`config.mk`:
```
export PLATFORM = sky130hd
export DESIGN_NAME = dmem_ctrl_flat
export DESIGN_NICKNAME = d
export VERILOG_FILES = /design/src/rtl/dmem_ctrl_pkg.sv /design/src/rtl/dmem_ctrl_if.sv /design/src/rtl/dmem_align.sv /design/src/rtl/dmem_ctrl.sv /design/src/flat_wrapper.sv
export SDC_FILE = /design/constraint.sdc
export NUM_CORES = 1
export LEC_CHECK = 0
export ABC_AREA = 1
export BUFFER_PORTS_ARGS = -buffer_cell sky130_fd_sc_hd__buf_2
export CORE_ASPECT_RATIO = 1.75
export CORE_UTILIZATION = 45
export DETAILED_ROUTE_END_ITERATION = 10
export HOLD_SLACK_MARGIN = 0.03
export PLACE_DENSITY = 0.71
export SYNTH_ARGS = -nofsm -noshare
export SYNTH_HDL_FRONTEND = slang
export SYNTH_SLANG_ARGS = --single-unit
```
`constraint.sdc`:
```
create_clock -name clk -period 3.8 [get_ports clk]
set_input_delay 0.76 -clock clk [delete_from_list [all_inputs] [get_ports clk]]
set_output_delay 0.76 -clock clk [all_outputs]
set_load 0.005 [all_outputs]
```
`src/rtl/dmem_ctrl_pkg.sv`:
```
// Shared definitions for the data-port load/store sequencer.
// Op codes, size codes, state encoding and small alignment helpers.
package dmem_ctrl_pkg;

    localparam logic [1:0] MEM_DISABLE   = 2'b00;
    localparam logic [1:0] MEM_READ_SEXT = 2'b01;
    localparam logic [1:0] MEM_READ_ZEXT = 2'b10;
    localparam logic [1:0] MEM_WRITE     = 2'b11;

    localparam logic [1:0] SZ_BYTE = 2'b00;
    localparam logic [1:0] SZ_HALF = 2'b01;
    localparam logic [1:0] SZ_WORD = 2'b10;

    localparam logic [1:0] ST_IDLE  = 2'b00;
    localparam logic [1:0] ST_BEAT2 = 2'b01;
    localparam logic [1:0] ST_DONE  = 2'b10;

    typedef struct packed {
        logic [1:0]  op;
        logic [1:0]  size;
        logic [1:0]  off;
        logic [29:0] word;
        logic [31:0] wdata;
    } req_t;

    function automatic logic [3:0] byte_mask(input logic [1:0] size);
        logic [3:0] m;
        unique case (1'b1)
            size == SZ_BYTE: m = 4'b0001;
            size == SZ_HALF: m = 4'b0011;
            default:         m = 4'b1111;
        endcase
        return m;
    endfunction

    // Size code 11 behaves as a word.
    function automatic logic crosses(input logic [1:0] off,
                                     input logic [1:0] size);
        logic [2:0] n;
        unique case (1'b1)
            size == SZ_BYTE: n = 3'd1;
            size == SZ_HALF: n = 3'd2;
            default:         n = 3'd4;
        endcase
        return ({1'b0, off} + n) > 3'd4;
    endfunction

endpackage

```
`src/rtl/dmem_ctrl_if.sv`:
```
// Bundle of CPU request/response, loader and RAM port B signals.
// master = environment (CPU, loader, RAM), slave = controller.
interface dmem_ctrl_if;

    logic        req_valid;
    logic [1:0]  req_op;
    logic [1:0]  req_size;
    logic [31:0] req_addr;
    logic [31:0] req_wdata;
    logic        req_ready;
    logic        rsp_valid;
    logic [31:0] rsp_rdata;
    logic        ldr_valid;
    logic [31:0] ldr_addr;
    logic [31:0] ldr_wdata;
    logic        ldr_ready;
    logic [31:0] ram_addr;
    logic [31:0] ram_din;
    logic [3:0]  ram_we;
    logic [31:0] ram_dout;

    modport master (
        output req_valid, req_op, req_size, req_addr, req_wdata,
        output ldr_valid, ldr_addr, ldr_wdata, ram_dout,
        input  req_ready, rsp_valid, rsp_rdata, ldr_ready,
        input  ram_addr, ram_din, ram_we
    );

    modport slave (
        input  req_valid, req_op, req_size, req_addr, req_wdata,
        input  ldr_valid, ldr_addr, ldr_wdata, ram_dout,
        output req_ready, rsp_valid, rsp_rdata, ldr_ready,
        output ram_addr, ram_din, ram_we
    );

endinterface

```
`src/rtl/dmem_align.sv`:
```
// Byte-lane alignment: store lane enables/data over a word pair and
// load extraction with sign/zero extension. Purely combinational.
module dmem_align
    import dmem_ctrl_pkg::*;
(
    input  logic [1:0]  off,
    input  logic [1:0]  size,
    input  logic [1:0]  op,
    input  logic [31:0] wdata,
    input  logic [63:0] rpair,
    output logic [7:0]  be,
    output logic [63:0] wshift,
    output logic [31:0] ldata
);

    logic [5:0]  sh;
    logic [31:0] raw;
    logic        sext;

    assign sh     = {off, 3'b000};
    assign be     = {4'b0000, byte_mask(size)} << off;
    assign wshift = {32'b0, wdata} << sh;
    assign raw    = 32'(rpair >> sh);
    assign sext   = op == MEM_READ_SEXT;

    always_comb begin
        ldata = '0;
        if (op == MEM_READ_SEXT || op == MEM_READ_ZEXT) begin
            unique case (1'b1)
                size == SZ_BYTE:
                    ldata = {{24{sext & raw[7]}}, raw[7:0]};
                size == SZ_HALF:
                    ldata = {{16{sext & raw[15]}}, raw[15:0]};
                default:
                    ldata = raw;
            endcase
        end
    end

endmodule

```
`src/rtl/dmem_ctrl.sv`:
```
// Load/store sequencer and loader arbiter for data RAM port B.
// Misaligned accesses take two word beats; the loader wins in IDLE.
module dmem_ctrl
    import dmem_ctrl_pkg::*;
(
    input  logic        clk,
    input  logic        reset,
    dmem_ctrl_if.slave  bus
);

    logic [1:0]  state;
    req_t        cur_q;
    logic        cross_q;
    logic [31:0] word0_q;
    logic [31:0] rdata_q;

    logic        idle, ldr_go, accept, go, done, beat2;
    logic [31:0] req_word, ldr_word;
    logic [1:0]  a_off, a_size, a_op;
    logic [31:0] a_wdata;
    logic [63:0] rpair, wshift;
    logic [7:0]  be;
    logic [31:0] ldata;

    assign idle     = state == ST_IDLE && !reset;
    assign done     = state == ST_DONE && !reset;
    assign beat2    = state == ST_BEAT2 && !reset;
    assign ldr_go   = idle && bus.ldr_valid;
    assign accept   = idle && !bus.ldr_valid && bus.req_valid;
    assign go       = accept && bus.req_op != MEM_DISABLE;
    assign req_word = bus.req_addr & 32'hFFFF_FFFC;
    assign ldr_word = bus.ldr_addr & 32'hFFFF_FFFC;

    assign bus.ldr_ready = ldr_go;
    assign bus.req_ready = idle && !bus.ldr_valid;
    assign bus.rsp_valid = done;
    assign bus.rsp_rdata = done ? ldata : rdata_q;

    // Live request fields in the accept cycle, latched ones afterwards.
    assign a_off   = idle ? bus.req_addr[1:0] : cur_q.off;
    assign a_size  = idle ? bus.req_size : cur_q.size;
    assign a_op    = idle ? bus.req_op : cur_q.op;
    assign a_wdata = idle ? bus.req_wdata : cur_q.wdata;
    assign rpair   = cross_q ? {bus.ram_dout, word0_q}
                             : {32'b0, bus.ram_dout};

    dmem_align u_align (
        .off    (a_off),
        .size   (a_size),
        .op     (a_op),
        .wdata  (a_wdata),
        .rpair  (rpair),
        .be     (be),
        .wshift (wshift),
        .ldata  (ldata)
    );

    always_comb begin
        bus.ram_addr = '0;
        bus.ram_din  = '0;
        bus.ram_we   = '0;
        if (ldr_go) begin
            bus.ram_addr = ldr_word;
            bus.ram_din  = bus.ldr_wdata;
            bus.ram_we   = 4'b1111;
        end else if (go) begin
            bus.ram_addr = req_word;
            if (bus.req_op == MEM_WRITE) begin
                bus.ram_we  = be[3:0];
                bus.ram_din = wshift[31:0];
            end
        end else if (beat2) begin
            bus.ram_addr = {cur_q.word + 30'd1, 2'b00};
            if (cur_q.op == MEM_WRITE) begin
                bus.ram_we  = be[7:4];
                bus.ram_din = wshift[63:32];
            end
        end
    end

    always_ff @(posedge clk) begin
        if (reset) begin
            state   <= ST_IDLE;
            cur_q   <= '0;
            cross_q <= 1'b0;
            word0_q <= '0;
            rdata_q <= '0;
        end else begin
            unique case (state)
                ST_IDLE: begin
                    if (go) begin
                        cur_q.op    <= bus.req_op;
                        cur_q.size  <= bus.req_size;
                        cur_q.off   <= bus.req_addr[1:0];
                        cur_q.word  <= req_word[31:2];
                        cur_q.wdata <= bus.req_wdata;
                        cross_q <= crosses(bus.req_addr[1:0],
                                           bus.req_size);
                        state <= crosses(bus.req_addr[1:0],
                                         bus.req_size)
                                 ? ST_BEAT2 : ST_DONE;
                    end
                end
                ST_BEAT2: begin
                    word0_q <= bus.ram_dout;
                    state   <= ST_DONE;
                end
                ST_DONE: begin
                    rdata_q <= ldata;
                    state   <= ST_IDLE;
                end
                default: state <= ST_IDLE;
            endcase
        end
    end

endmodule

```
`src/flat_wrapper.sv`:
```
// flat-port wrapper written by rule: the top's interface ports become plain ports
module dmem_ctrl_flat import dmem_ctrl_pkg::*;
  (clk, reset, bus_req_valid, bus_req_op, bus_req_size, bus_req_addr, bus_req_wdata, bus_ldr_valid, bus_ldr_addr, bus_ldr_wdata, bus_ram_dout, bus_req_ready, bus_rsp_valid, bus_rsp_rdata, bus_ldr_ready, bus_ram_addr, bus_ram_din, bus_ram_we);
  dmem_ctrl_if bus_i ();
  input  logic clk;
  input  logic reset;
  input wire logic [$bits(bus_i.req_valid)-1:0] bus_req_valid;
  input wire logic [$bits(bus_i.req_op)-1:0] bus_req_op;
  input wire logic [$bits(bus_i.req_size)-1:0] bus_req_size;
  input wire logic [$bits(bus_i.req_addr)-1:0] bus_req_addr;
  input wire logic [$bits(bus_i.req_wdata)-1:0] bus_req_wdata;
  input wire logic [$bits(bus_i.ldr_valid)-1:0] bus_ldr_valid;
  input wire logic [$bits(bus_i.ldr_addr)-1:0] bus_ldr_addr;
  input wire logic [$bits(bus_i.ldr_wdata)-1:0] bus_ldr_wdata;
  input wire logic [$bits(bus_i.ram_dout)-1:0] bus_ram_dout;
  output wire logic [$bits(bus_i.req_ready)-1:0] bus_req_ready;
  output wire logic [$bits(bus_i.rsp_valid)-1:0] bus_rsp_valid;
  output wire logic [$bits(bus_i.rsp_rdata)-1:0] bus_rsp_rdata;
  output wire logic [$bits(bus_i.ldr_ready)-1:0] bus_ldr_ready;
  output wire logic [$bits(bus_i.ram_addr)-1:0] bus_ram_addr;
  output wire logic [$bits(bus_i.ram_din)-1:0] bus_ram_din;
  output wire logic [$bits(bus_i.ram_we)-1:0] bus_ram_we;
  assign bus_i.req_valid = bus_req_valid;
  assign bus_i.req_op = bus_req_op;
  assign bus_i.req_size = bus_req_size;
  assign bus_i.req_addr = bus_req_addr;
  assign bus_i.req_wdata = bus_req_wdata;
  assign bus_i.ldr_valid = bus_ldr_valid;
  assign bus_i.ldr_addr = bus_ldr_addr;
  assign bus_i.ldr_wdata = bus_ldr_wdata;
  assign bus_i.ram_dout = bus_ram_dout;
  assign bus_req_ready = bus_i.req_ready;
  assign bus_rsp_valid = bus_i.rsp_valid;
  assign bus_rsp_rdata = bus_i.rsp_rdata;
  assign bus_ldr_ready = bus_i.ldr_ready;
  assign bus_ram_addr = bus_i.ram_addr;
  assign bus_ram_din = bus_i.ram_din;
  assign bus_ram_we = bus_i.ram_we;
  dmem_ctrl u_core (.clk(clk), .reset(reset), .bus(bus_i));
endmodule
```
After elaboration in Yosys (flattened, before gate mapping). Index checks and enable logic that the tools add are counted.

Add/subtract/negate cells: 2. Magnitude comparators: 1. Eq/ne operators: 9. Shift-type cells: 3. Mux-type cells: 29. Bitwise logic cells: 2. Reductions and logical operators: 15.

Operators by type and width (count): two-way mux 32 bit (11); two-way mux 64 bit (1); case mux 32 bit (2 select lines) (1); << shifter 32 x 5 -> 64 bit (1); >> shifter 64 x 5 -> 32 bit (1); adder 30 x 1 -> 30 bit, second input constant (1); two-way mux 4 bit (5); two-way mux 2 bit (5); two-way mux 3 bit (3); equality test 2 x 1 -> 1 bit, second input constant (4); equality test 2 bit, second input constant (4); case mux 4 bit (2 select lines) (1); << shifter 4 x 2 -> 8 bit (1); logical AND 1 bit (7); logical NOT 2 bit (3); case mux 3 bit (2 select lines) (1); case mux 2 bit (2 select lines) (1); adder 2 x 3 -> 3 bit (1); > comparator 3 bit, second input constant (1); AND 1 bit (2); logical NOT 1 bit (2); != test 2 x 1 -> 1 bit, second input constant (1); AND reduction 2 bit (1); nonzero test 2 bit (1); logical OR 1 bit (1).

Flip-flop bits (word level): 135. Bits of input ports: 168. Output and inout port bits: 103. Logic and storage cells: 70.

Logic depth before layout (Yosys ltp). Gate-level depths: netlist of run 1.

Depth after elaboration: 13. Gate-level depth with buffers: 15. Mapped depth without buffers: 11.

Hierarchy. A second synthesis of run 1 with hierarchy kept.

Cells, all modules: 1702. Area total of the unflattened synthesis: 10038.4 um^2.

By module, submodules not included: dmem_ctrl (times used 1, cells each 1261, area each 7918.8 um^2, seq. area each 2702.6 um^2); dmem_align (times used 1, cells each 441, area each 2119.5 um^2, seq. area each 0.0 um^2).

Worst setup path after synthesis of run 1. No wires, ideal clock.

Path kind: input-to-output. Start: input reset. End: output bus_rsp_rdata[22]. Data arrival time: 2.528 ns. Data required time: 3.040 ns. Slack: 0.512 ns. Stages: 14. Buffers on the path: 4. Cells stage by stage: buf_4 -> inv_6 -> nand2_8 -> buf_6 -> buf_2 -> nand2_1 -> o21ai_0 -> ha_1 -> nor2_8 -> inv_2 -> buf_2 -> a21oi_1 -> nand2_2 -> nand2_1.

Word-level cells in the longest chain between the ends: 8. Elaborated cells on any way between the ends: 17. Those cells by class: eq/ne: 3; shift: 1; mux: 6; bitwise: 2; reduce/logical: 5.

RTL lines: from (decl) (RTL line flat_wrapper.sv:6) `input logic reset;`; logical NOT 1 bit (*) (RTL line dmem_ctrl.sv:25, dmem_ctrl.sv:26); logical AND 1 bit (RTL line dmem_ctrl.sv:25) `assign idle = state == ST_IDLE && !reset;`; two-way mux 2 bit (on tied branches) (RTL line dmem_ctrl.sv:40, dmem_ctrl.sv:42); >> shifter 64 x 5 -> 32 bit or equality test 2 x 1 -> 1 bit (tied branches) (RTL line dmem_align.sv:23, dmem_align.sv:24, dmem_align.sv:28); AND 1 bit (on tied branches) (RTL line dmem_align.sv:33, dmem_align.sv:31); case mux 32 bit (2 select lines) (RTL line dmem_align.sv:29) `unique case (1'b1)`; two-way mux 32 bit (RTL line dmem_align.sv:28) `if (op == MEM_READ_SEXT || op == MEM_READ_ZEXT) begin`; two-way mux 32 bit (*) (RTL line dmem_ctrl.sv:37) `assign bus.rsp_rdata = done ? ldata : rdata_q;`; to (decl) (RTL line flat_wrapper.sv:18) `output wire logic [$bits(bus_i.rsp_rdata)-1:0] bus_rsp_rdata;`.

Every way passes the cells marked *; elsewhere a longest branch is shown, timed or not.

Final worst setup path of run 1.
Start: register u_core.state[1]. End: output bus_ram_din[30].

Word-level cells in the longest chain between the ends: 8. Elaborated cells on any way between the ends: 16. Those cells by class: eq/ne: 1; shift: 1; mux: 7; reduce/logical: 7.

RTL lines: from (decl) (RTL line dmem_ctrl.sv:11) `logic [1:0] state;`; from (signal assigned) (RTL line dmem_ctrl.sv:99) `state <= crosses(bus.req_addr[1:0],`; logical NOT 2 bit (RTL line dmem_ctrl.sv:25); logical AND 1 bit (RTL line dmem_ctrl.sv:25); two-way mux 32 bit or two-way mux 2 bit (tied branches) (RTL line dmem_ctrl.sv:43, dmem_ctrl.sv:40); << shifter 32 x 5 -> 64 bit (RTL line dmem_align.sv:22) `assign wshift = {32'b0, wdata} << sh;`; two-way mux 32 bit (RTL line dmem_ctrl.sv:74) `if (cur_q.op == MEM_WRITE) begin`; two-way mux 32 bit (RTL line dmem_ctrl.sv:72) `end else if (beat2) begin`; two-way mux 32 bit (RTL line dmem_ctrl.sv:66) `end else if (go) begin`; two-way mux 32 bit (*) (RTL line dmem_ctrl.sv:62) `if (ldr_go) begin`; to (decl) (RTL line flat_wrapper.sv:21) `output wire logic [$bits(bus_i.ram_din)-1:0] bus_ram_din;`.

Marks and branches as above.

==> results of run 1 <==
==> state kept, by name, summed over array words and instances (netlist names) <==
register,flops
u_core.cur_q,68
u_core.word0_q,32
u_core.cross_q,1
u_core.state,2
u_core.rdata_q,32
==> kinds of logic after synthesis <==
group | count (synthesis)
compound gates | 287
xor+xnor | 2
fa+ha+maj | 4
buf+inv | 237
flops | 135
other cells | 1
simple gates | 1021
==> worst paths after layout <==
kind                                                    from                       endpoint  slack [ns]  cells past startpoint
worst max register to register  u_core.state[1]$_SDFFE_PP0P_  u_core.cur_q[26]$_SDFFE_PP0P_        0.97                      9
worst min register to register  u_core.cur_q[6]$_SDFFE_PP0P_   u_core.cur_q[6]$_SDFFE_PP0P_        0.45                      2
worst max-delay path            u_core.state[1]$_SDFFE_PP0P_                bus_ram_din[30]        0.24                     10
worst min-delay path            u_core.cur_q[6]$_SDFFE_PP0P_   u_core.cur_q[6]$_SDFFE_PP0P_        0.45                      2
==> power by group through the flow <==
stage               sequential (W)  combinational (W)  clock [W]
detailed placement         0.00152           0.000876          0
global route               0.00150           0.000975    0.00173
floorplan                  0.00151           0.000545          0
CTS                        0.00149           0.000880    0.00166
finish                     0.00149           0.000888    0.00164
global placement           0.00152           0.000871          0
==> per-layer routing <==
| layer | track usage, % | part of all wire [%] |
|---|---|---|
| met5 | 0 | 0.077 |
| met4 | 20.1 | 5.8 |
| met3 | 6.05 | 5.5 |
| met2 | 58.7 | 51 |
| met1 | 35.4 | 37 |
==> cell usage in the layout (no fill, tap or decap), types with 25 or more instances in the layout <==
| cell type | netlist | layout |
|---|---|---|
| sky130_fd_sc_hd__dfxtp_1 | 135 | 134 |
| sky130_fd_sc_hd__o211ai_1 | 25 | 25 |
| sky130_fd_sc_hd__buf_2 | 43 | 266 |
| sky130_fd_sc_hd__buf_4 | 8 | 25 |
| sky130_fd_sc_hd__o21ai_0 | 144 | 144 |
| sky130_fd_sc_hd__nand3_1 | 251 | 251 |
| sky130_fd_sc_hd__nor2_1 | 147 | 145 |
| sky130_fd_sc_hd__inv_1 | 119 | 119 |
| sky130_fd_sc_hd__a21oi_1 | 97 | 97 |
| sky130_fd_sc_hd__nand2_1 | 568 | 568 |
==> through the flow <==
stage	total power [W]	hold slack (ns)	instance area, um^2	setup slack [ns]	util [%]
floorplan	0.00206	0.430	9690	0.512	-
global placement	0.00239	0.439	11200	0.262	53.1
detailed placement	0.00240	0.445	11200	0.286	53.1
CTS	0.00403	0.454	11700	0.00155	55.8
global route	0.00420	0.480	11800	0.0530	55.9
finish	0.00402	0.455	11800	0.237	55.9
==> worst reg2reg max path, stage by stage (launching register included) <==
cell                      delay (ns)
sky130_fd_sc_hd__dfxtp_1        0.35
sky130_fd_sc_hd__nor2_4         0.22
sky130_fd_sc_hd__nand2_8        0.20
sky130_fd_sc_hd__nor2_4         0.14
sky130_fd_sc_hd__nand2_1        0.14
sky130_fd_sc_hd__a21oi_4        0.38
sky130_fd_sc_hd__buf_12         0.27
sky130_fd_sc_hd__inv_2          0.52
sky130_fd_sc_hd__o21ai_0        0.39
sky130_fd_sc_hd__a21oi_1        0.07
==> cell type report <==
type,count,area share [%]
multi-input combinational,1316,51.2
sequential,135,23.0
timing repair buffer,297,13.9
inverter,127,4.17
clock buffer,20,3.80
tap,252,2.68
clock inverter,12,1.09
antenna,4,0.0852
==> Yosys cell counts (3+ instances only) <==
cell	count	area share, %
sky130_fd_sc_hd__clkbuf_1	49	1.9
sky130_fd_sc_hd__nor3_1	11	0.57
sky130_fd_sc_hd__o21ai_0	144	7.4
sky130_fd_sc_hd__inv_2	3	0.12
sky130_fd_sc_hd__nand2_1	568	22
sky130_fd_sc_hd__inv_1	119	4.6
sky130_fd_sc_hd__buf_4	8	0.62
sky130_fd_sc_hd__dfxtp_1	135	28
sky130_fd_sc_hd__nor2_4	4	0.47
sky130_fd_sc_hd__nand2_2	14	0.90
sky130_fd_sc_hd__buf_2	43	2.2
sky130_fd_sc_hd__o21ai_1	8	0.41
sky130_fd_sc_hd__nand3b_1	4	0.31
sky130_fd_sc_hd__or2_2	9	0.58
sky130_fd_sc_hd__o31ai_1	9	0.70
sky130_fd_sc_hd__ha_1	3	0.39
sky130_fd_sc_hd__o211ai_1	25	1.9
sky130_fd_sc_hd__buf_1	7	0.27
sky130_fd_sc_hd__nand3_1	251	13
sky130_fd_sc_hd__nand4_1	5	0.32
sky130_fd_sc_hd__nor2_1	147	5.7
sky130_fd_sc_hd__a21oi_1	97	5.0
==> flow_summary.rst, run 1 <==
.. list-table::
   :header-rows: 1

   * - Metric
     - Value
   * - Min-delay worst type
     - flop to flop
   * - Final cell count without fillers
     - 2163
   * - Clock Skew
     - 0.0131 ns
   * - Syn Inst Count
     - 1687
   * - Post-route minimum period
     - 3.56 ns
   * - Number of buffers inserted during clock tree synthesis
     - 17
   * - Switching power as a share of total power
     - 31.7%
   * - Series of cell instances along the critical path
     - nor2_4 -> nand2_8 -> nand2_1 -> nand2_2 -> buf_12 -> o21ai_0 -> nand2_1 -> o21ai_0 -> o21ai_0 -> buf_2
   * - Average cell area after synthesis
     - 5.74 um^2
   * - Combined area of all synthesized cells
     - 0.00968 mm^2
   * - Compound-gate portion of the synthesized area
     - 15.9%
   * - Nets
     - 2066
   * - Maximum level of the CTS H-tree
     - 4
   * - Last weighted congestion value of the routability-driven placer
     - 1.06
   * - Full die area
     - 0.0221 mm^2
   * - P_leak
     - 5.93 nW
   * - Setup repair after global routing missed its margin
     - no
   * - Final ANT Viol Nets
     - 0
   * - Boundary Pins
     - 271
   * - Xor and xnor fraction of the mapped netlist area
     - 0.181%
   * - Post-synth ARST share
     - 0%
   * - Endpoint arrival time on the critical path
     - 2.80 ns
   * - Std cell rows
     - 70
   * - Dpl hpwl
     - 27900 um
   * - Largest delay share family, worst path
     - simple AND/OR/NAND/NOR gates
   * - CTS tree
     - yes
   * - Share of synthesized area spent on multiplexers
     - 0%
   * - Area of the core region
     - 0.0210 mm^2
   * - Clock insertion delay at the later pin of the skew report
     - 0.43 ns
   * - Number of remaining DRC errors
     - 0
   * - Critical Path Sink Type
     - output port
   * - Instance count after placement with tap cells included
     - 2127
   * - Cell seen most often among critical-path stages
     - sky130_fd_sc_hd__o21ai_0
   * - Pin count of the biggest net entering global routing
     - 70
   * - Layout-stage area growth over the synthesis result
     - 21.4%
   * - Antenna violations before repair
     - 6
   * - Int Power
     - 0.00274 W
   * - Power share of the combinational group
     - 22.1%
   * - Run status
     - finished clean
   * - Main combinational cell family by area after synthesis
     - simple AND/OR/NAND/NOR gates
   * - Setup bufs post-CTS
     - 0
   * - Remaining global-route overflow
     - 0
   * - Width of the chip
     - 113 um
   * - Die Span Y
     - 196 um
   * - First-pass GRT wire length
     - 56000 um
   * - Number of fill cells in the layout
     - 2233
   * - Crit-path max FO
     - 34
   * - Worst IR Drop VDD
     - 0.306 mV
   * - Clock transition time at the flip-flop clock pins of the worst setup and hold paths
     - 0.06 ns
   * - Tot GR Track Use
     - 32.8%
   * - Max-cap violation count
     - 0
   * - Startpoint-to-endpoint class of the critical path
     - flop to output port
   * - Area of combinational cells with multiple inputs
     - 0.00602 mm^2
   * - Worst-case headroom to the max-slew limit
     - 21.1%
   * - First drt pass iteration count
     - 5
   * - Maximum root-to-sink buffer count
     - 2
   * - Seq pwr share
     - 37.1%
   * - Quantity of I/O buffers inserted on ports
     - 266
   * - DRC violation total after the first TritonRoute iteration
     - 893
   * - Data required time at the worst endpoint
     - 3.04 ns
   * - Final clock period utilization by the worst path
     - 93.8%
   * - Dominant register cell in the synthesized netlist
     - sky130_fd_sc_hd__dfxtp_1
   * - Worst slew pin tran
     - 1.18 ns
   * - Final Max Tran Viols
     - 0
   * - Via count
     - 11700
   * - Area used by sequential logic in the layout
     - 0.00271 mm^2
   * - Final hold violation count
     - 0
   * - Number of distinct library cell variants in the gate-level netlist after synthesis
     - 39
   * - Number of enable flip-flop cells after synthesis
     - 0
   * - Number of global-route vias before repair
     - 10700
   * - Quantity of hold-fixing buffers added after cts
     - 0
   * - Number of warnings issued by yosys
     - 0
   * - Effective utilization at floorplan
     - 46.1%
   * - Critical Path Start Type
     - flop
   * - Fraction of final layout cells with drive strength greater than 1
     - 19.7%
   * - Clock tree sinks
     - 135
   * - Avg Vias per Cell
     - 5.43
   * - Slowest Stage Delay on Critical Path
     - 0.35 ns
   * - Setup TNS
     - 0 ns
   * - Slowest CP cell
     - sky130_fd_sc_hd__dfxtp_1
   * - Flop and latch count out of synthesis
     - 135
   * - Cts repair resizes
     - 0
   * - Root cell of the clock tree
     - sky130_fd_sc_hd__clkbuf_16
   * - Count of endpoints failing setup in the final report
     - 0
   * - Net switching power figure
     - 0.00128 W
   * - Adder-Cell Fraction of Synth Area
     - 0.594%
   * - Simple-gate share of the synthesized area
     - 45.1%
   * - P per Cell Area
     - 342 mW/mm^2
   * - Fraction of power consumed by the clock network
     - 40.8%
   * - Critical path buffers and inverters
     - 2
   * - Wire length after detailed routing
     - 36400 um
   * - Share of synthesized area occupied by flip-flops and latches
     - 27.9%
   * - Detail-routed net length per standard cell
     - 16.8 um
   * - Max Fclk
     - 281 MHz
No activity file was read; power rests on OpenSTA's default activity.
==> run 2: changes to the inputs <==
- CORE_UTILIZATION: 45 -> 54
- PLACE_DENSITY: 0.71 -> 0.83
- clock period: 3.8 -> 3.6 ns (I/O delays scaled with it)
==> run 2 against run 1 <==
Effect of this change: via count up 2.3%; first-iteration DRC count down 18%; sequential share of layout area down 0.087 points; critical endpoint is now bus_rsp_rdata[20].
==> flow_summary.rst, run 2 (synthesis gave the netlist of run 1 again) <==
.. list-table::
   :header-rows: 1

   * - Metric
     - Value
   * - Run status
     - finished clean
   * - Most common cell after layout, fill and taps aside
     - sky130_fd_sc_hd__nand2_1
   * - Die Span Y
     - 179 um (-8.6%)
   * - Root cell of the clock tree
     - sky130_fd_sc_hd__clkbuf_16
   * - Flip-flop count of the largest register, all copies and words added
     - 68 (unchanged)
   * - Min-delay worst type
     - flop to flop
   * - Fraction of final layout cells with drive strength greater than 1
     - 20.1% (+0.39 points)
   * - Final clock period utilization by the worst path
     - 94.0%
   * - Via count
     - 12000 (+2.3%)
   * - Clock Skew
     - 0.00697 ns (-0.00616 ns)
   * - First-pass GRT wire length
     - 54800 um (-2.3%)
   * - Std cell rows
     - 64 (-8.6%)
   * - Full die area
     - 0.0185 mm^2 (-16%)
   * - Wire length after detailed routing
     - 36000 um (-1.0%)
   * - Detail-routed net length per standard cell
     - 16.8 um (-0.35%)
   * - Antenna violations before repair
     - 4 (-2)
   * - Crit-path max FO
     - 20 (-41%)
   * - Minimum setup slack among reg-to-reg paths
     - 0.89 ns (-0.08 ns)
   * - Dpl hpwl
     - 27800 um (-0.22%)
   * - Endpoint arrival time on the critical path
     - 2.66 ns (-0.14 ns)
   * - Avg Vias per Cell
     - 5.59 (+2.9%)
   * - Clock insertion delay at the later pin of the skew report
     - 0.43 ns (about the same)
   * - Final Max Tran Viols
     - 0 (unchanged)
   * - Seq pwr share
     - 37.1% (about the same)
   * - Maximum level of the CTS H-tree
     - 4 (unchanged)
   * - Boundary Pins
     - 271 (unchanged)
   * - Last weighted congestion value of the routability-driven placer
     - 1.02 (-3.9%)
   * - First drt pass iteration count
     - 8 (+3)
   * - P_leak
     - 5.96 nW (+0.67%)
   * - Max Fclk
     - 296 MHz
   * - Highest-count cells in the layout ignoring fill and taps
     - sky130_fd_sc_hd__nand2_1, sky130_fd_sc_hd__buf_2, sky130_fd_sc_hd__nand3_1, sky130_fd_sc_hd__nor2_1, sky130_fd_sc_hd__o21ai_0
   * - Pin count of the biggest net entering global routing
     - 70 (unchanged)
   * - Critical Path Start Type
     - flop
   * - Reg with most FFs
     - u_core.cur_q
   * - Count of endpoints failing setup in the final report
     - 0 (unchanged)
   * - Data required time at the worst endpoint
     - 2.88 ns (-0.16 ns)
   * - Post-Place Setup Slack
     - 0.247 ns (-0.0390 ns)
   * - Final critical-path setup slack
     - 0.216 ns (-0.0209 ns)
   * - Power share of the combinational group
     - 22.4% (+0.3 points)
   * - Net switching power figure
     - 0.00135 W (+5.5%)
   * - Setup TNS
     - 0 ns (unchanged)
   * - Int Power
     - 0.00290 W (+5.7%)
   * - Clock transition time at the flip-flop clock pins of the worst setup and hold paths
     - 0.06 ns (about the same)
   * - Fraction of power consumed by the clock network
     - 40.5% (-0.3 points)
   * - Number of global-route vias before repair
     - 10900 (+1.8%)
   * - Startpoint-to-endpoint class of the critical path
     - flop to output port
   * - Worst IR Drop VDD
     - 0.314 mV (+2.6%)
   * - Area of the core region
     - 0.0175 mm^2 (-17%)
   * - Nets
     - 2075 (+0.44%)
   * - Switching power as a share of total power
     - 31.7% (-0.047 points)
   * - Width of the chip
     - 103 um (-8.6%)
   * - P per Cell Area
     - 360 mW/mm^2 (+5.3%)
   * - Worst slew pin tran
     - 1.13 ns (-0.0517 ns)
   * - Effective utilization at floorplan
     - 55.2% (+9.2 points)
   * - Number of remaining DRC errors
     - 0 (unchanged)
   * - DRC violation total after the first TritonRoute iteration
     - 735 (-18%)
   * - Maximum root-to-sink buffer count
     - 2 (unchanged)
   * - Worst-case headroom to the max-slew limit
     - 24.4% (+3.3 points)
   * - Clock tree sinks
     - 135 (unchanged)
   * - Quantity of I/O buffers inserted on ports
     - 266 (unchanged)
   * - Final hold violation count
     - 0 (unchanged)
   * - Number of fill cells in the layout
     - 1718 (-23%)
   * - Registers with the highest flip-flop counts
     - u_core.cur_q x68, u_core.rdata_q x32, u_core.word0_q x32
   * - Final ANT Viol Nets
     - 0 (unchanged)
   * - Post-route minimum period
     - 3.38 ns
   * - Max-cap violation count
     - 0 (unchanged)
   * - Total power consumption of the routed design
     - 0.00425 W (+5.6%)
   * - Layout-stage area growth over the synthesis result
     - 21.7%
   * - Remaining global-route overflow
     - 0 (unchanged)
   * - Worst hold slack after final layout
     - 0.451 ns (-0.00380 ns)
   * - CTS tree
     - yes
   * - Number of buffers inserted during clock tree synthesis
     - 17 (unchanged)
   * - Tot GR Track Use
     - 39.2% (+6.4 points)
   * - Critical Path Sink Type
     - output port
   * - Setup repair after global routing missed its margin
     - no
## run 2: repair_timing
action | CTS | global route
hold buffers | 0 | 0
endpoints found under the hold margin | 0 | 0
gates resized for setup | 0 | 4
setup buffers | 0 | 4
setup endpoints to repair | 0 | 16
## run 2: worst paths after layout
path,from,cells after the start,end
setup / recovery,u_core.state[1]$_SDFFE_PP0P_,11,bus_rsp_rdata[20]
hold reg to reg,u_core.cur_q[30]$_SDFFE_PP0P_,2,u_core.cur_q[30]$_SDFFE_PP0P_
setup reg to reg,u_core.state[1]$_SDFFE_PP0P_,9,u_core.cur_q[2]$_SDFFE_PP0P_
hold / removal,u_core.cur_q[30]$_SDFFE_PP0P_,2,u_core.cur_q[30]$_SDFFE_PP0P_
## run 2: through the flow
step / area, um^2 / util, % / cells
global placement: 11200 / 63.6 / 2111
floorplan: 9690 / - / 1688
detailed placement: 11200 / 63.6 / 2111
finish: 11800 / 67.2 / 2149
CTS: 11700 / 66.9 / 2142
global route: 11800 / 67.2 / 2149
## run 2: critical path, stage by stage (launching register included)
cell	delay, ns
sky130_fd_sc_hd__dfxtp_1	0.35
sky130_fd_sc_hd__nor2_4	0.20
sky130_fd_sc_hd__buf_6	0.23
sky130_fd_sc_hd__nand3_1	0.15
sky130_fd_sc_hd__buf_4	0.24
sky130_fd_sc_hd__nand3_1	0.13
sky130_fd_sc_hd__nand3_1	0.16
sky130_fd_sc_hd__nand3_4	0.18
sky130_fd_sc_hd__nand3_4	0.24
sky130_fd_sc_hd__nand2_1	0.17
sky130_fd_sc_hd__nand2_1	0.06
sky130_fd_sc_hd__buf_2	0.12
## run 2: final cells by class
| type | instances | area [um^2] | share of cell area, % |
|---|---|---|---|
| multi-input cells | 1316 | 6020 | 51.1 |
| repair buffers | 306 | 1710 | 14.5 |
| clock inverters | 12 | 130 | 1.10 |
| diodes | 3 | 7.51 | 0.0637 |
| clock buffers | 19 | 443 | 3.76 |
| well taps | 231 | 289 | 2.45 |
| inverters | 127 | 490 | 4.16 |
| flip-flops and latches | 135 | 2700 | 22.9 |
## run 2: power groups by stage
stage               Sequential (W)  Clock (W)  Combinational (W)
detailed placement         0.00161          0           0.000922
floorplan                  0.00159          0           0.000575
finish                     0.00157    0.00172           0.000950
global route               0.00158    0.00179            0.00104
CTS                        0.00157    0.00174           0.000927
global placement           0.00160          0           0.000911
## run 2: per-layer routing
| metal | share of wire (%) | wire (um) | track usage [%] | vias up |
|---|---|---|---|---|
| li1 | - | - | - | 5918 |
| met5 | 0 | 0 | 0 | - |
| met1 | 37 | 13200 | 41.3 | 5380 |
| met4 | 8.3 | 2990 | 31.9 | 0 |
| met2 | 49 | 17600 | 67.3 | 556 |
| met3 | 6.2 | 2240 | 6.32 | 155 |
==> run 3: changes to the inputs <==
- SYNTH_HIERARCHICAL: unset -> 1
==> run 3 against run 2 <==
Effect of this change: wire length is 7.9% lower; clock-buffer cell count up 6; sequential cell count is the same; die area up 3.0%; maximum frequency shrank 3.6%; core utilization is 0.78 points lower; clock skew down 0.0017 ns; sequential power barely moved; largest power group unchanged; clock power increased by 3%; synthesized area grew 3.0%; sequential share of layout area shrank 0.38 points; combinational power is 0.5% lower; critical path type is now input port to output port.
==> flow_summary.rst, run 3 <==
.. list-table::
   :header-rows: 1

   * - Metric
     - Value
   * - Max-cap violation count
     - 0 (unchanged)
   * - Average cell area after synthesis
     - 5.92 um^2 (+3.1%)
   * - Detail-routed net length per standard cell
     - 15.5 um (-7.9%)
   * - Max layer used
     - met4
   * - Min-delay worst type
     - flop to flop
   * - Minimum setup slack among reg-to-reg paths
     - 1.24 ns (+0.35 ns)
   * - Std cell rows
     - 65 (+1.6%)
   * - P_leak
     - 5.89 nW (-1.2%)
   * - Highest-count cells in the layout ignoring fill and taps
     - sky130_fd_sc_hd__nand2_1, sky130_fd_sc_hd__buf_2, sky130_fd_sc_hd__o21ai_0, sky130_fd_sc_hd__nand3_1, sky130_fd_sc_hd__inv_1
   * - Quantity of hold-fixing buffers added after cts
     - 0 (unchanged)
   * - Setup repair after global routing missed its margin
     - no
   * - Setup TNS
     - 0 ns (unchanged)
   * - First-pass GRT wire length
     - 52600 um (-4.0%)
   * - Final critical-path setup slack
     - 0.0885 ns (-0.128 ns)
   * - Worst Reg2Reg Path Length in Cells
     - 9 (unchanged)
   * - Post-route minimum period
     - 3.51 ns (+0.128 ns)
   * - Clock insertion delay at the later pin of the skew report
     - 0.43 ns (about the same)
   * - Crit path launch
     - reset
   * - Worst-case headroom to the max-slew limit
     - 45.4% (+21 points)
   * - Syn Inst Count
     - 1686 (-0.059%)
   * - Layout-stage area growth over the synthesis result
     - 20.2%
   * - Post-Place Setup Slack
     - 0.0843 ns (-0.163 ns)
   * - Width of the chip
     - 105 um (+1.5%)
   * - First drt pass iteration count
     - 6 (-2)
   * - Number of warnings issued by yosys
     - 6 (+6)
   * - Number of remaining DRC errors
     - 0 (unchanged)
   * - Maximum level of the CTS H-tree
     - 4 (unchanged)
   * - Wire length after detailed routing
     - 33200 um (-7.9%)
   * - Maximum root-to-sink buffer count
     - 2 (unchanged)
   * - Final clock period utilization by the worst path
     - 97.5% (+3.5 points)
   * - DRC violation total after the first TritonRoute iteration
     - 754 (+2.6%)
   * - Worst slew pin tran
     - 0.816 ns (-0.315 ns)
   * - Final Max Tran Viols
     - 0 (unchanged)
   * - Via count
     - 11800 (-1.9%)
   * - Endpoint arrival time on the critical path
     - 2.79 ns (+0.13 ns)
   * - Clock tree sinks
     - 135 (unchanged)
   * - Flip-flop count of the largest register, all copies and words added
     - 68 (unchanged)
   * - Fraction of final layout cells with drive strength greater than 1
     - 21.2% (+1.2 points)
   * - Dpl hpwl
     - 24100 um (-13%)
   * - Final ANT Viol Nets
     - 0 (unchanged)
   * - Full die area
     - 0.0190 mm^2 (+3.0%)
   * - Effective utilization at floorplan
     - 55.3% (about the same)
   * - Run status
     - finished clean
   * - Antenna violations before repair
     - 2 (-2)
   * - Detailed route wirelength on metal2
     - 16100 um (-8.8%)
   * - Combined area of all synthesized cells
     - 0.00998 mm^2 (+3.0%)
   * - Worst IR Drop VDD
     - 0.323 mV (+3.0%)
   * - Remaining global-route overflow
     - 0 (unchanged)
   * - Die Span Y
     - 182 um (+1.5%)
   * - Boundary Pins
     - 271 (unchanged)
   * - Startpoint of the most critical register-to-register path
     - u_core/state[1]$_SDFFE_PP0P_
   * - Number of global-route vias before repair
     - 10800 (-0.20%)
   * - CTS tree
     - yes
   * - Final hold violation count
     - 0 (unchanged)
   * - Crit-path max FO
     - 48 (+140%)
   * - Registers with the highest flip-flop counts
     - u_core/cur_q x68, u_core/rdata_q x32, u_core/word0_q x32
   * - Setup bufs post-CTS
     - 0 (unchanged)
   * - Avg Vias per Cell
     - 5.49 (-1.8%)
   * - Total power consumption of the routed design
     - 0.00429 W (+1.0%)
   * - Max Fclk
     - 285 MHz (-3.6%)
   * - Reg with most FFs
     - u_core/cur_q
   * - Metal1 wirelength
     - 12700 um (-4.1%)
   * - Pin count of the biggest net entering global routing
     - 80 (+14%)
   * - Reg2reg end
     - u_core/cur_q[46]$_SDFFE_PP0P_
   * - Clock Skew
     - 0.00532 ns (-0.00165 ns)
   * - Area of the core region
     - 0.0181 mm^2 (+3.0%)
   * - Nets
     - 2070 (-0.24%)
   * - Met3 WL post-DR
     - 2330 um (+4.2%)
   * - Startpoint-to-endpoint class of the critical path
     - input port to output port
   * - Clock transition time at the flip-flop clock pins of the worst setup and hold paths
     - 0.05 ns (about the same)
   * - Tot GR Track Use
     - 34.5% (-4.7 points)
   * - Most common cell after layout, fill and taps aside
     - sky130_fd_sc_hd__nand2_1
   * - Critical Path Start Type
     - input port
   * - Number of buffers inserted during clock tree synthesis
     - 17 (unchanged)
   * - Count of endpoints failing setup in the final report
     - 0 (unchanged)
   * - P per Cell Area
     - 358 mW/mm^2 (-0.70%)
   * - Critical Path Sink Type
     - output port
   * - Root cell of the clock tree
     - sky130_fd_sc_hd__clkbuf_16
   * - Capturing instance or port of the critical path
     - bus_rsp_rdata[30]
   * - Last weighted congestion value of the routability-driven placer
     - 0.992 (-2.9%)
   * - Number of stages on the worst hold path
     - 2 (unchanged)
   * - Quantity of I/O buffers inserted on ports
     - 266 (unchanged)
   * - Data required time at the worst endpoint
     - 2.88 ns (about the same)
## run 3: cell type report
type / count / area, um^2
diodes: 2 / 5.00
clock buffers: 25 / 505
clock inverters: 7 / 91.3
fillers: 1726 / 6060
inverters: 176 / 666
multi-input cells: 1266 / 6060
flip-flops and latches: 135 / 2710
well taps: 234 / 293
repair buffers: 302 / 1660
## run 3: metrics by stage
step | hold slack, ns | util, % | instances | instance area, um^2
after floorplan | 0.441 | - | 1695 | 10000
after global routing | 0.479 | 66.4 | 2147 | 12000
after global placement | 0.453 | 62.9 | 2111 | 11300
final | 0.464 | 66.4 | 2147 | 12000
after detailed placement | 0.452 | 62.9 | 2111 | 11300
after CTS | 0.467 | 66.3 | 2144 | 12000
## run 3: worst max-delay path: stages
cell                      delay (ns)
sky130_fd_sc_hd__buf_2          0.13
sky130_fd_sc_hd__nor2_4         0.05
sky130_fd_sc_hd__nand2_4        0.10
sky130_fd_sc_hd__mux2_2         0.42
sky130_fd_sc_hd__buf_12         0.20
sky130_fd_sc_hd__nand2_1        0.12
sky130_fd_sc_hd__nand3_2        0.15
sky130_fd_sc_hd__nand3_4        0.18
sky130_fd_sc_hd__nand3_4        0.13
sky130_fd_sc_hd__nand2_1        0.09
sky130_fd_sc_hd__inv_1          0.04
sky130_fd_sc_hd__nand2_1        0.07
sky130_fd_sc_hd__o21ai_0        0.18
sky130_fd_sc_hd__buf_2          0.19
## run 3: worst min path at each step
stage | startpoint | to | slack, ns
final | u_core/rdata_q[8]$_SDFFE_PP0N_ | u_core/rdata_q[8]$_SDFFE_PP0N_ | 0.46
after global routing | u_core/rdata_q[6]$_SDFFE_PP0N_ | u_core/rdata_q[6]$_SDFFE_PP0N_ | 0.48
after CTS | u_core/rdata_q[14]$_SDFFE_PP0N_ | u_core/rdata_q[14]$_SDFFE_PP0N_ | 0.47
after detailed placement | u_core/rdata_q[10]$_SDFFE_PP0N_ | u_core/rdata_q[10]$_SDFFE_PP0N_ | 0.45
after global placement | u_core/rdata_q[14]$_SDFFE_PP0N_ | u_core/rdata_q[14]$_SDFFE_PP0N_ | 0.45
after floorplan | u_core/rdata_q[0]$_SDFFE_PP0N_ | u_core/rdata_q[0]$_SDFFE_PP0N_ | 0.44
## run 3: power breakdown
group | internal, W | switching [W]
clock network | 0.00111 | 0.000667
logic | 0.000352 | 0.000593
registers | 0.00154 | 0.0000298
## run 3: metal layers
layer	GRT usage, %	vias up
li1	-	5838
met1	38.9	5273
met2	59.7	547
met3	5.17	123
met4	22.9	0
met5	0	-
## run 3: repair_timing
item                       4_1_cts  5_1_grt
setup endpoints to repair        3       37
gates resized for setup          2        6
cloned                           1        1
hold endpoints to repair         0        0
pin swaps                        1        1
